### config.mk
export PLATFORM = sky130hd
export DESIGN_NAME = rns_mod7_add_arbiter
export DESIGN_NICKNAME = d
export VERILOG_FILES = /design/src/rtl/rns_mod7_pkg.sv /design/src/rtl/rns_mod7_add_arbiter_tc7_mod_add.sv /design/src/rtl/rns_mod7_add_arbiter.sv
export SDC_FILE = /design/constraint.sdc
export NUM_CORES = 1
export LEC_CHECK = 0
export BUFFER_PORTS_ARGS = -buffer_cell sky130_fd_sc_hd__buf_2
export CORE_MARGIN = 2
export CORE_UTILIZATION = 51
export DETAILED_ROUTE_END_ITERATION = 6
export PLACE_DENSITY = 0.92
export SYNTH_ARGS = -nofsm -noshare
export SYNTH_HDL_FRONTEND = slang
export SYNTH_HIERARCHICAL = 1
export SYNTH_SLANG_ARGS = --single-unit
### constraint.sdc
create_clock -name clk -period 6.73 [get_ports clk]
set_clock_uncertainty 0.1 [all_clocks]
set_input_delay 0.673 -clock clk [delete_from_list [all_inputs] [get_ports clk]]
set_output_delay 0.673 -clock clk [all_outputs]
set_load 0.02 [all_outputs]
### src/rtl/rns_mod7_pkg.sv
// Shared mod-7 residue types and thermometer-code helpers for the RNS datapath.
// Latency: n/a (types and pure combinational functions only).
// Backpressure: n/a.
package rns_mod7_pkg;

    localparam int MOD7  = 7;
    localparam int TC7_W = 6;

    typedef logic [TC7_W-1:0] tc7_t;
    typedef logic [2:0]       res7_t;

    // Registered result payload, excluding the requester id whose width is parameter-dependent.
    typedef struct packed {
        tc7_t  tc;
        res7_t bin;
        logic  err;
    } res7_pkt_t;

    // Legal codes are a contiguous run of ones from the LSB: adding one must carry out of the whole run.
    function automatic logic tc7_is_legal(input tc7_t v);
        tc7_t nxt;
        nxt = v + 1'b1;
        return ((v & nxt) == '0);
    endfunction

    // Illegal codes decode to 0 so the adder still produces a defined result.
    function automatic res7_t tc7_to_bin(input tc7_t v);
        res7_t cnt;
        cnt = '0;
        if (tc7_is_legal(v)) begin
            for (int i = 0; i < TC7_W; i++) begin
                cnt = cnt + res7_t'(v[i]);
            end
        end
        return cnt;
    endfunction

    // Value s becomes s ones from the LSB.
    function automatic tc7_t bin_to_tc7(input res7_t s);
        tc7_t t;
        t = '0;
        for (int i = 0; i < TC7_W; i++) begin
            t[i] = (res7_t'(i) < s);
        end
        return t;
    endfunction

endpackage

### src/rtl/rns_mod7_add_arbiter_tc7_mod_add.sv
// Combinational modulo-7 adder on thermometer-coded residues, flagging illegal operand codes.
// Latency: 0 cycles (pure combinational).
// Backpressure: none; the instantiating stage decides when the result is captured.
module tc7_mod_add
    import rns_mod7_pkg::*;
(
    input  tc7_t  a,
    input  tc7_t  b,
    output tc7_t  sum_tc,
    output res7_t sum_bin,
    output logic  err
);

    res7_t a_bin;
    res7_t b_bin;

    // Decode both operands, then reduce a+b into 0..6 without widening: a+b>=7 exactly when a >= 7-b.
    always_comb begin
        a_bin = tc7_to_bin(a);
        b_bin = tc7_to_bin(b);
        if (a_bin >= (3'(MOD7) - b_bin)) begin
            sum_bin = a_bin - (3'(MOD7) - b_bin);
        end else begin
            sum_bin = a_bin + b_bin;
        end
        sum_tc = bin_to_tc7(sum_bin);
        err    = !tc7_is_legal(a) || !tc7_is_legal(b);
    end

endmodule

### src/rtl/rns_mod7_add_arbiter.sv
// Round-robin shares one mod-7 thermometer adder among NUM_REQ requesters, registered result with a done counter.
// Latency: 1 cycle from grant to res_valid.
// Backpressure: grants only when the result register is empty or being popped; req_ready is all-zero otherwise.
module rns_mod7_add_arbiter
    import rns_mod7_pkg::*;
#(
    parameter  int NUM_REQ = 4,
    parameter  int CNT_W   = 16,
    localparam int ID_W    = $clog2(NUM_REQ)
) (
    input  logic                   clk,
    input  logic                   rst_n,
    input  logic [NUM_REQ-1:0]     req_valid,
    output logic [NUM_REQ-1:0]     req_ready,
    input  logic [NUM_REQ*6-1:0]   req_a,
    input  logic [NUM_REQ*6-1:0]   req_b,
    output logic                   res_valid,
    input  logic                   res_ready,
    output logic [5:0]             res_sum_tc,
    output logic [2:0]             res_sum_bin,
    output logic [ID_W-1:0]        res_id,
    output logic                   res_err,
    output logic [CNT_W-1:0]       ops_done
);

    logic [ID_W-1:0] ptr;
    logic            can_load;
    logic            gnt_vld;
    logic [ID_W-1:0] gnt_id;
    logic [ID_W:0]   cand;
    tc7_t            a_sel;
    tc7_t            b_sel;
    res7_pkt_t       add_pkt;
    res7_pkt_t       res_q;

    // The result slot is free when empty or when its occupant leaves this cycle.
    assign can_load = !res_valid || res_ready;

    // First valid requester at or after ptr, wrapping; nothing is granted while the slot is busy.
    always_comb begin
        gnt_vld = 1'b0;
        gnt_id  = '0;
        cand    = '0;
        if (can_load) begin
            for (int i = 0; i < NUM_REQ; i++) begin
                cand = {1'b0, ptr} + (ID_W+1)'(i);
                if (cand >= (ID_W+1)'(NUM_REQ)) begin
                    cand = cand - (ID_W+1)'(NUM_REQ);
                end
                if (!gnt_vld && req_valid[cand[ID_W-1:0]]) begin
                    gnt_vld = 1'b1;
                    gnt_id  = cand[ID_W-1:0];
                end
            end
        end
    end

    // One-hot accept toward the granted requester only.
    always_comb begin
        req_ready = '0;
        if (gnt_vld) begin
            req_ready[gnt_id] = 1'b1;
        end
    end

    // The granted requester's operands feed the single shared adder.
    assign a_sel = req_a[TC7_W*gnt_id +: TC7_W];
    assign b_sel = req_b[TC7_W*gnt_id +: TC7_W];

    tc7_mod_add u_add (
        .a       (a_sel),
        .b       (b_sel),
        .sum_tc  (add_pkt.tc),
        .sum_bin (add_pkt.bin),
        .err     (add_pkt.err)
    );

    // Round-robin pointer moves just past the requester that won.
    always_ff @(posedge clk or negedge rst_n) begin
        if (!rst_n) begin
            ptr <= '0;
        end else if (gnt_vld) begin
            ptr <= (gnt_id == ID_W'(NUM_REQ-1)) ? '0 : gnt_id + 1'b1;
        end
    end

    // Result register: a grant overwrites (even while popping); a pop without a grant empties it; otherwise hold.
    always_ff @(posedge clk or negedge rst_n) begin
        if (!rst_n) begin
            res_valid <= 1'b0;
            res_q     <= '0;
            res_id    <= '0;
        end else if (gnt_vld) begin
            res_valid <= 1'b1;
            res_q     <= add_pkt;
            res_id    <= gnt_id;
        end else if (res_ready) begin
            res_valid <= 1'b0;
        end
    end

    assign res_sum_tc  = res_q.tc;
    assign res_sum_bin = res_q.bin;
    assign res_err     = res_q.err;

    // Count results taken downstream, sticking at all-ones.
    always_ff @(posedge clk or negedge rst_n) begin
        if (!rst_n) begin
            ops_done <= '0;
        end else if (res_valid && res_ready && (ops_done != '1)) begin
            ops_done <= ops_done + 1'b1;
        end
    end

endmodule

# Yosys cells after proc, flatten, opt, wreduce, memory -nomap -nowiden
# Cells that the tools add are included.
[totals]
ff_bits = 31
latchBits = 0
ramBits = 0
romBits = 0
n_memories = 0
[classes]
add_sub_neg = 24
n_mul = 1
n_div = 0
order_cmp = 17
n_eq_ne = 2
n_shift = 2
muxes = 38
bitwise_logic = 2
reduce_logical = 17
[ops]
columns = ["operator", "n"]
rows = [
  ["24-bit by 6-bit variable part select with 6-bit output", 2],
  ["2-bit two-way mux", 14],
  ["3-bit by 1-bit adder with 3-bit output", 8],
  ["16-bit by 1-bit adder with 16-bit output, second input constant", 1],
  ["16-bit != test, second input constant", 1],
  ["2-bit by 3-bit < comparator with 1-bit output, second input constant", 5],
  ["1-bit two-way mux", 15],
  ["6-bit by 1-bit adder with 6-bit output, second input constant", 2],
  ["6-bit AND", 2],
  ["6-bit zero test", 2],
  ["3-bit >= comparator, second input constant", 3],
  ["3-bit two-way mux", 3],
  ["1-bit binary-select mux with 2-bit select", 4],
  ["2-bit by 1-bit subtractor with 2-bit output, second input constant", 4],
  ["2-bit by 2-bit adder with 3-bit output, second input constant", 2],
  ["1-bit logical AND", 6],
  ["1-bit zero test", 6],
  ["1-bit by 3-bit < comparator with 1-bit output, first input constant", 2],
  ["2-bit by 3-bit < comparator with 1-bit output, first input constant", 2],
  ["3-bit < comparator, first input constant", 2],
  ["1-bit by 1-bit adder with 2-bit output", 2],
  ["2-bit by 2-bit multiplier with 4-bit output, first input constant", 1],
  ["4-bit two-way mux", 1],
  ["2-bit by 1-bit adder with 3-bit output, second input constant", 1],
  ["11 further kinds", 12],
]

# Longest topological paths before layout
# Gate-level depths: netlist (run 1).
[logic_depth]
depth_word = 31
ltp_mapped = 19
ltp_nobuf = 17

# Modules after synthesis
# The synthesis (run 1) kept the hierarchy.
[by_module_without_submodules]
columns = ["mod", "instances", "cells_per_inst", "area_per_inst_um2", "seq_area_each_um2"]
rows = [
  ["rns_mod7_add_arbiter", 1, 147, 1911.8, 775.7],
  ["tc7_mod_add", 1, 83, 686.9, 0.0],
]

# Least setup slack after synthesis (run 1)
# No wires, ideal clock.
[synth_timing]
path_type = "in2reg"
startpoint = "input port req_valid[0]"
endpoint = "register res_q, in the netlist res_sum_tc[3]"
t_arrival_ps = 5517
slack_ps = 988
stages = 18
path_buffers = 2
cell_sequence = "nor4_4 -> nor2_8 -> nand4_4 -> buf_6 -> mux4_1 -> fa_1 -> inv_1 -> fa_1 -> inv_1 -> ha_1 -> inv_1 -> fa_1 -> or3_1 -> fa_1 -> xnor2_1 -> mux2_2 -> buf_4 -> mux2_2"
[synth_rtl]
columns = ["item", "line", "rtl"]
rows = [
  ["start: declaration", "rns_mod7_add_arbiter.sv:13", "input logic [NUM_REQ-1:0] req_valid,"],
  ["end signal: assignment", "rns_mod7_add_arbiter.sv:95", "res_q <= add_pkt;"],
  ["end: declaration", "rns_mod7_add_arbiter.sv:34", "res7_pkt_t res_q;"],
]

==> results.py, run 1 <==
metrics = {
    "placement": {
        "hpwl_um": 4870,
        "port_buffers": 87,
        "gp_congestion": 0.877,
    },
    "critical_path": {
        "slowest_delay_ns": 0.69,
        "critPathKind": "in -> reg",
        "path_buf_inv": 4,
        "critPathLaunchType": "primary input",
        "required_ns": 6.79,
        "cp_max_fo": 17,
        "path_cells": "buf_2 > nor4_4 > nor2_8 > nand4_4 > mux4_1 > fa_1 > inv_1 > fa_1 > inv_1 > ha_1 > inv_1 > fa_1 > nor3_1 > ha_1 > nand2_1 > o21ai_4 > mux2_2 > mux2_2",
        "cp_top_family": "adder cells",
        "cp_num_cells": 18,
        "cp-end-kind": "flip-flop",
        "ff2ff_path_depth": 17,
        "cp_slowest_cell": "mux4_1",
        "arrival_ns": 5.85,
    },
    "routing": {
        "vias_per_cell": 5.60,
        "drc_errors": 0,
        "drt.antenna.violating_nets": 0,
        "wirelength_um": 6100,
        "wl_per_cell_um": 15.8,
        "dr_total_vias": 2166,
        "drt_pass1_iterations": 4,
        "drtIter0Drc": 100,
    },
    "power": {
        "p_per_area_mw_per_mm2": 341,
        "peakVddDrop_v": 0.000192,
        "power.total_mw": 1.08,
        "leakagePower_nw": 1.62,
    },
    "cts": {
        "post_cts_resized": 0,
        "clkSinkCount": 31,
        "hold_buffers": 0,
        "cts.path.max_buffers": 2,
        "htreeDepth": 2,
        "cts_root_buf": "clkbuf_8",
        "post-cts-setup-buffer-count": 0,
        "path_clk_slew_ns": 0.06,
        "cts_buffers": 5,
        "cts_tree": "yes",
        "clk_latency_ns": 0.27,
    },
    "timing": {
        "final-max-slew-violation-count": 0,
        "fin_crit_sh_pct": 86.0,
        "hold_viol": 0,
        "final.setup.tns_ns": 0,
        "finalSetupViolations": 0,
        "min_period_ns": 5.79,
        "rsz0062_at_grt": "false",
        "fmax_mhz": 173,
        "worstMarginPinSlew_ns": 0.670,
        "slew_headroom_pct": 55.3,
    },
    "global_routing": {
        "grt_pass1_wl_um": 9920,
        "antenna_found_initial": 0,
        "grtUsageTotal_pct": 23.0,
        "grt_max_degree": 32,
        "grt_pass1_vias": 2169,
        "grt-ovfl-total": 0,
    },
    "yosys": {
        "yosysWarnings": 6,
        "yosys_register_bits": 31,
        "syn_area_per_cell_sq_um": 11.3,
        "syn_inst": 230,
        "seq_area_frac_synth_pct": 29.9,
        "synth-edff-count": 0,
        "synth-async-reset-ratio_pct": 100,
        "netlist_area_sq_mm": 0.00260,
        "synth_ff_type": "dfrtp_1",
        "syn-num-nets": 308,
        "synth_cell_types": 50,
    },
    "outcome": {
        "status": "complete, no violations",
    },
    "layout": {
        "layout_common_cells": "buf_2 (87), dfrtp_1 (31), inv_1 (18), nand2_1 (16), xor2_1 (16)",
        "nets": 397,
        "final_common_cell": "buf_2",
        "synthToLayoutAreaGrowth_pct": 22.5,
        "n_antenna_cell": 0,
        "drive_gt1_share_pct": 36.9,
    },
    "die": {
        "dieArea_sq_mm": 0.00568,
        "die-width_um": 75.4,
        "initial_core_util_pct": 53.9,
        "row_count": 25,
        "die_h_um": 75.4,
        "ios": 88,
        "core_sq_mm": 0.00482,
    },
    "worst_hold_path": {
        "hp-class": "in -> async",
    },
    "run": {
        "cap_violations": 0,
    },
}
[synthesized netlist by cell type (2+ instances only)]
cell type / number / share of area (%)
and2_1: 5 / 1.2
o21ai_0: 4 / 0.77
buf_6: 2 / 0.87
mux2_2: 13 / 5.6
nand2b_1: 4 / 0.96
and3_1: 4 / 0.96
inv_1: 18 / 2.6
fa_1: 8 / 6.2
nor2_1: 8 / 1.2
and4_1: 2 / 0.67
a21oi_1: 2 / 0.39
mux2i_1: 7 / 2.7
xor2_1: 16 / 5.4
mux4_1: 11 / 11
nor3b_1: 2 / 0.58
nand3_1: 10 / 1.9
dfrtp_1: 31 / 30
ha_1: 15 / 7.2
nor3_1: 10 / 1.9
nand2_1: 16 / 2.3
nand4_1: 6 / 1.4
nor4_1: 3 / 0.72
nor2b_1: 6 / 1.4
[layer usage]
layer	GRT usage (%)	part of all wire, %	vias to the layer above	wire, um
li1	-	-	1017	-
met1	29.2	42	1053	2530
met2	39.2	52	76	3150
met3	3.57	3.9	20	239
met4	9.75	2.9	0	174
met5	0	0	-	0
[logic make-up (layout without fill, tap and decap cells)]
family | after synthesis | after routing | synth area share [%]
mux | 33 | 33 | 20.8
xor+xnor | 17 | 17 | 5.73
flops | 31 | 31 | 29.9
fa+ha+maj | 23 | 23 | 13.4
compound gates | 14 | 14 | 5.34
buf+inv | 24 | 114 | 4.24
simple gates | 88 | 88 | 20.7
[state kept, by name (all words and copies together), names as in the netlist]
name and flops:
ops_done 16, ptr 2, res_err 1, res_id 2, res_sum_bin 3, res_sum_tc 6
res_valid 1
[power by group]
part           leakage, nW  internal, mW  total, mW  switching [mW]
Sequential           0.399         0.232      0.282          0.0496
Combinational         1.17         0.281      0.644           0.363
Clock               0.0515        0.0932      0.158          0.0650
Total                 1.62         0.606       1.08           0.478
[layout make-up]
type                    count  area, sq um
flip-flops and latches     31          776
inverters                  18         67.6
well taps                  67         83.8
fillers                   389         1630
multi-input cells         175         1710
repair buffers             88          443
clock buffers               8          100
[stage by stage]
stage	setup WS [ns]	hold WS, ns	instances	instance area (sq um)	util (%)
2_1_floorplan	0.988	0.277	230	2600	-
3_3_place_gp	0.795	0.384	379	3080	64.0
3_5_place_dp	0.623	0.388	379	3080	64.0
4_1_cts	0.919	0.349	387	3180	66.1
5_1_grt	0.681	0.387	387	3180	66.1
6_report	0.939	0.329	387	3180	66.1
[final timing paths]
path | start | slack (ns) | endpoint
worst max-delay path | req_valid[0] | 0.94 | res_sum_tc[3]
worst min-delay path | rst_n | 0.33 | ops_done[15]
worst max register to register | res_valid | 1.10 | res_sum_tc[3]
worst min register to register | ops_done[15] | 0.40 | ops_done[15]
max in group asynchronous | rst_n | 5.76 | res_sum_tc[3]
min in group clk | ops_done[15] | 0.40 | ops_done[15]
[worst register-to-register path, stage by stage (launching register included)]
cell	delay, ns
dfrtp_1	0.41
nor2b_1	0.43
nor2_8	0.15
nand4_4	0.30
mux4_1	0.69
fa_1	0.56
inv_1	0.05
fa_1	0.48
inv_1	0.04
ha_1	0.16
inv_1	0.07
fa_1	0.43
nor3_1	0.39
ha_1	0.21
nand2_1	0.08
o21ai_4	0.31
mux2_2	0.39
mux2_2	0.27
Power figures use the tool's default switching activity.
==> inputs of run 2 (changes only) <==
--- a/config.mk
+++ b/config.mk
@@ -5,11 +5,11 @@
 export SDC_FILE = /design/constraint.sdc
 export NUM_CORES = 1
 export LEC_CHECK = 0
-export BUFFER_PORTS_ARGS = -buffer_cell sky130_fd_sc_hd__buf_2
+export BUFFER_PORTS_ARGS = -buffer_cell sky130_fd_sc_hd__clkbuf_2
 export CORE_MARGIN = 2
 export CORE_UTILIZATION = 51
 export DETAILED_ROUTE_END_ITERATION = 6
-export PLACE_DENSITY = 0.92
+export PLACE_DENSITY = 0.79
 export SYNTH_ARGS = -nofsm -noshare
 export SYNTH_HDL_FRONTEND = slang
 export SYNTH_HIERARCHICAL = 1
==> run 2 against run 1 <==
Effect of this change: global-route usage shrank 1.3 points; worst hold slack improved by 0.020 ns; total power shrank 2.9%; register-to-register slack got worse by 0.02 ns; sequential power hardly changed; fmax down 0.11%; final cell count did not move; routed wire length decreased by 4.9%; combinational power fell by 2%; clock power shrank 12%; count of clock-buffer cells in the layout down 1; highest routed layer unchanged.
==> results.py, run 2 (synthesized netlist as in run 1, its figures left out) <==
metrics = {
    "outcome": {
        "status": "complete, no violations",
    },
    "timing": {
        "min_period_ns": 5.80,
        "final.setup.tns_ns": 0,
        "hold_viol": 0,
        "fmax_mhz": 173,
        "fin_crit_sh_pct": 86.1,
        "slew_headroom_pct": 48.9,
        "worstMarginPinSlew_ns": 0.767,
        "final-max-slew-violation-count": 0,
        "rsz0062_at_grt": "false",
        "finalSetupViolations": 0,
    },
    "cts": {
        "clkSinkCount": 31,
        "hold_buffers": 0,
        "cts.path.max_buffers": 2,
        "path_clk_slew_ns": 0.07,
        "htreeDepth": 2,
        "post-cts-setup-buffer-count": 0,
        "cts_tree": "yes",
        "post_cts_resized": 0,
        "cts_buffers": 5,
        "clk_latency_ns": 0.28,
        "cts_root_buf": "clkbuf_8",
    },
    "critical_path": {
        "required_ns": 6.80,
        "critPathKind": "in -> reg",
        "ff2ff_path_depth": 16,
        "arrival_ns": 5.87,
        "cp_max_fo": 17,
        "critPathLaunchType": "primary input",
        "cp-end-kind": "flip-flop",
    },
    "power": {
        "peakVddDrop_v": 0.000222,
        "p_per_area_mw_per_mm2": 333,
        "leakagePower_nw": 1.61,
    },
    "global_routing": {
        "grt_max_degree": 32,
        "grt-ovfl-total": 0,
        "grtUsageTotal_pct": 21.7,
        "antenna_found_initial": 0,
        "grt_pass1_vias": 1996,
        "grt_pass1_wl_um": 9270,
    },
    "layout": {
        "synthToLayoutAreaGrowth_pct": 21.8,
        "stdcell_count": 387,
        "n_antenna_cell": 0,
        "largest_register_ffs": 16,
        "drive_gt1_share_pct": 36.6,
        "nets": 397,
        "layout_common_cells": "clkbuf_2 (87), dfrtp_1 (31), inv_1 (18), nand2_1 (16), xor2_1 (16)",
        "regMostFlops": "ops_done",
        "final_common_cell": "clkbuf_2",
    },
    "die": {
        "row_count": 25,
        "ios": 88,
        "core_sq_mm": 0.00482,
        "die-width_um": 75.4,
        "initial_core_util_pct": 53.9,
        "die_h_um": 75.4,
        "dieArea_sq_mm": 0.00568,
    },
    "placement": {
        "post-place-cells": 379,
        "gp_congestion": 0.829,
        "port_buffers": 87,
        "hpwl_um": 4650,
    },
    "routing": {
        "dr_total_vias": 2125,
        "vias_per_cell": 5.49,
        "drt.antenna.violating_nets": 0,
        "wirelength_um": 5800,
        "drtIter0Drc": 75,
        "drt_pass1_iterations": 4,
        "wl_per_cell_um": 15.0,
        "drc_errors": 0,
    },
    "worst_hold_path": {
        "hp-class": "in -> async",
    },
    "run": {
        "cap_violations": 0,
    },
}
-- run 2: changes by cell type in the layout (fill, tap and decap cells not counted), sizes merged --
cell	previous run	this run
clkinv	0	1
buf	88	1
clkbuf	8	94
-- run 2: area by class of cell --
| cell class | instances | area, sq um |
|---|---|---|
| multi-input cells | 175 | 1710 |
| fillers | 414 | 1650 |
| flip-flops and latches | 31 | 776 |
| repair buffers | 88 | 443 |
| well taps | 67 | 83.8 |
| clock buffers | 7 | 76.3 |
| inverters | 18 | 67.6 |
| clock inverters | 1 | 5.00 |
-- run 2: final timing paths --
kind	startpoint	slack (ns)	to
max	req_valid[0]	0.93	res_sum_bin[2]
max in group asynchronous	rst_n	5.68	ops_done[3]
min in group clk	ops_done[15]	0.40	ops_done[15]
max reg2reg	res_valid	1.08	res_sum_bin[2]
min reg2reg	ops_done[15]	0.40	ops_done[15]
min	rst_n	0.35	ops_done[14]
-- run 2: metal layers --
layer / wire, um / GRT usage [%] / share of wire, % / vias up
li1: - / - / - / 1014
met1: 2550 / 28.4 / 44 / 1044
met2: 2850 / 35.3 / 49 / 55
met3: 307 / 5.56 / 5.3 / 12
met4: 97 / 7.21 / 1.7 / 0
met5: 0 / 0 / 0 / -
-- run 2: metrics by stage --
| step | instance area [sq um] | setup slack, ns | hold WS, ns | power [mW] | utilization, % |
|---|---|---|---|---|---|
| final | 3160 | 0.933 | 0.350 | 1.05 | 65.7 |
| after global routing | 3160 | 0.658 | 0.403 | 1.15 | 65.7 |
| after CTS | 3160 | 0.931 | 0.379 | 1.06 | 65.7 |
| after detailed placement | 3080 | 0.617 | 0.385 | 0.914 | 64.0 |
| after global placement | 3080 | 0.777 | 0.383 | 0.888 | 64.0 |
| after floorplan | 2600 | 0.988 | 0.277 | 0.762 | - |
-- run 2: critical path, cell delays in order --
cell and delay [ns]:
clkbuf_2 0.14, nor4_4 0.47, nor2_8 0.13, nand4_4 0.31, mux4_1 0.72, fa_1 0.59
inv_1 0.06, fa_1 0.47, inv_1 0.04, ha_1 0.17, inv_1 0.06, fa_1 0.41
or3_1 0.41, fa_1 0.44, xnor2_1 0.21, mux2_2 0.31, mux2_2 0.26
-- run 2: where the power goes --
part           internal [mW]  switching, mW  leakage [nW]  total (mW)
Sequential             0.232         0.0473         0.399       0.279
Clock                 0.0724         0.0669        0.0422       0.139
Combinational          0.280          0.354          1.17       0.634
Total                  0.585          0.468          1.61        1.05
==> inputs of run 3 (changes only) <==
--- a/config.mk
+++ b/config.mk
@@ -5,12 +5,14 @@
 export SDC_FILE = /design/constraint.sdc
 export NUM_CORES = 1
 export LEC_CHECK = 0
-export BUFFER_PORTS_ARGS = -buffer_cell sky130_fd_sc_hd__clkbuf_2
 export CORE_MARGIN = 2
-export CORE_UTILIZATION = 51
+export CORE_UTILIZATION = 55
 export DETAILED_ROUTE_END_ITERATION = 6
-export PLACE_DENSITY = 0.79
+export DONT_BUFFER_PORTS = 1
+export PLACE_DENSITY = 0.68
+export RECOVER_POWER = 100
 export SYNTH_ARGS = -nofsm -noshare
 export SYNTH_HDL_FRONTEND = slang
 export SYNTH_HIERARCHICAL = 1
 export SYNTH_SLANG_ARGS = --single-unit
+export TNS_END_PERCENT = 5
==> run 3 against run 2 <==
Effect of this change: the flow now finishes with violations (capacitance limit, slew limit); highest routed layer unchanged; die area fell by 6.9%; flip-flop and latch count is the same; final cell count fell by 25%; non-clock buffer count fell by 86.
==> results.py, run 3 (synthesized netlist as in run 1, its figures left out) <==
metrics = {
    "timing": {
        "setup_slack_ns": 0.961,
        "slew_headroom_pct": -5.16,
        "timing.hold.ws_ns": 0.422,
        "finalSetupViolations": 0,
        "rsz0062_at_grt": "false",
        "final-max-slew-violation-count": 32,
        "min_period_ns": 5.77,
        "final.setup.tns_ns": 0,
        "hold_viol": 0,
        "worstMarginPinSlew_ns": 1.58,
        "fin_crit_sh_pct": 85.7,
        "fmax_mhz": 173,
    },
    "critical_path": {
        "slowest_delay_ns": 0.69,
        "cp-end-kind": "flip-flop",
        "required_ns": 6.79,
        "path_cells": "nor2b_1 > nor2_8 > nand4_4 > mux4_1 > fa_1 > inv_1 > fa_1 > inv_1 > ha_1 > inv_1 > fa_1 > or3_1 > fa_1 > xnor2_1 > mux2_1 > mux2_2",
        "critPathKind": "reg -> reg",
        "reg2reg_slack_ns": 0.96,
        "critPathLaunchType": "flip-flop",
        "cp_slowest_cell": "mux4_1",
        "cp_max_fo": 17,
        "cpMostUsedCell": "fa_1",
        "arrival_ns": 5.83,
    },
    "layout": {
        "regMostFlops": "ops_done",
        "multi_input_area_sq_mm": 0.00170,
        "layout_common_cells": "dfrtp_1 (31), inv_1 (18), nand2_1 (16), xor2_1 (16), ha_1 (15)",
        "post-route-util_pct": 58.7,
        "nets": 311,
        "drive_gt1_share_pct": 11.5,
        "seqCellArea_sq_um": 776,
        "final_common_cell": "dfrtp_1",
        "synthToLayoutAreaGrowth_pct": 4.62,
        "fillers": 395,
        "largest_register_ffs": 16,
    },
    "die": {
        "dieArea_sq_mm": 0.00529,
        "ios": 88,
        "initial_core_util_pct": 56.1,
        "die_h_um": 72.7,
        "die-width_um": 72.7,
        "core_sq_mm": 0.00463,
        "row_count": 25,
    },
    "global_routing": {
        "use_met1_pct": 30.1,
        "grt_busiest_layer": "met1",
        "grt_pass1_vias": 1645,
        "grt_max_degree": 32,
        "use_met3_pct": 7.18,
        "grt-ovfl-total": 0,
        "grt_pass1_wl_um": 8280,
        "antenna_found_initial": 2,
        "use_met2_pct": 28.8,
        "grtUsageTotal_pct": 20.5,
    },
    "placement": {
        "gp_congestion": 0.833,
        "pre_cts_ws_ns": 0.794,
        "hpwl_um": 4050,
        "port_buffers": 0,
    },
    "cts": {
        "htreeDepth": 2,
        "post-cts-setup-buffer-count": 0,
        "cts.path.max_buffers": 2,
        "cts_tree": "yes",
        "clk_latency_ns": 0.28,
        "path_clk_slew_ns": 0.06,
        "cts_root_buf": "clkbuf_8",
        "cts_buffers": 5,
        "post_cts_resized": 0,
        "clkSinkCount": 31,
    },
    "run": {
        "cap_violations": 1,
    },
    "outcome": {
        "violations": "capacitance limit, slew limit",
        "status": "complete, but fails checks",
    },
    "power": {
        "internal_power_mw": 0.562,
        "leakagePower_nw": 1.24,
        "peakVddDrop_v": 0.000276,
        "swShare_pct": 44.1,
        "combPwrFrac_pct": 50.8,
        "power.share.clock_pct": 16.0,
        "power.share.sequential_pct": 33.2,
        "p_per_area_mw_per_mm2": 370,
        "power_switching_mw": 0.444,
    },
    "routing": {
        "drt.antenna.violating_nets": 0,
        "drtIter0Drc": 80,
        "wirelength_um": 5200,
        "dr_total_vias": 1759,
        "vias_per_cell": 6.07,
        "drc_errors": 0,
        "wl_per_cell_um": 17.9,
        "drt_pass1_iterations": 4,
    },
    "worst_hold_path": {
        "hp-class": "in -> reg",
    },
}
[run 3: changes by cell type in the layout (fill, tap and decap cells not counted), moves of 2 or more]
cell | before | now
clkbuf_2 | 87 | 0
and2_0 | 0 | 4
and2_1 | 5 | 1
clkbuf_8 | 5 | 7
diode_2 | 0 | 2
[run 3: final cells by class]
class	count	area share (%)
multi-input combinational	175	62.4
sequential	31	28.5
clock buffer	8	3.68
inverter	18	2.49
tap	54	2.49
timing repair buffer	2	0.276
antenna	2	0.184
[run 3: path summary, 6_finish.rpt]
check / startpoint / to / depth (start not counted)
max in group asynchronous: rst_n / ops_done[0] / 1
worst max-delay path: res_valid / res_sum_tc[3] / 16
worst min-delay path: req_valid[2] / res_valid / 2
worst min register to register: ptr[0] / ptr[0] / 1
worst max register to register: res_valid / res_sum_tc[3] / 16
min in group asynchronous: rst_n / ops_done[8] / 1
[run 3: per-layer routing]
layer	share of wire, %	vias to the layer above
li1	-	840
met1	46	866
met2	46	48
met3	6.6	5
met4	0.98	0
met5	0	-
[run 3: stage by stage]
step | area, sq um | instances | power [mW]
after CTS | 2750 | 288 | 1.02
after detailed placement | 2630 | 279 | 0.851
after global routing | 2720 | 290 | 1.11
after global placement | 2630 | 279 | 0.838
after floorplan | 2600 | 230 | 0.762
final | 2720 | 290 | 1.01
[run 3: repair_timing]
item / CTS / global route
endpoints found under the setup margin: 0 / 0
hold buffers: 1 / 0
endpoints found under the hold margin: 31 / 0
[run 3: power by group through the flow]
| stage | Clock (mW) | Combinational [mW] | Sequential, mW |
|---|---|---|---|
| floorplan | 0 | 0.442 | 0.320 |
| global placement | 0 | 0.501 | 0.337 |
| detailed placement | 0 | 0.514 | 0.337 |
| CTS | 0.165 | 0.521 | 0.334 |
| global route | 0.172 | 0.593 | 0.342 |
| finish | 0.161 | 0.511 | 0.334 |
[run 3: critical path, delay by kind of cell (launching register included)]
kind / cells / cell delay, ns
adders and majority gates: 5 / 2.06
and+or+nand+nor: 4 / 1.32
muxes: 3 / 1.29
buffers and inverters: 3 / 0.15
xor gates and xnor gates: 1 / 0.21
DFF: 1 / 0.52
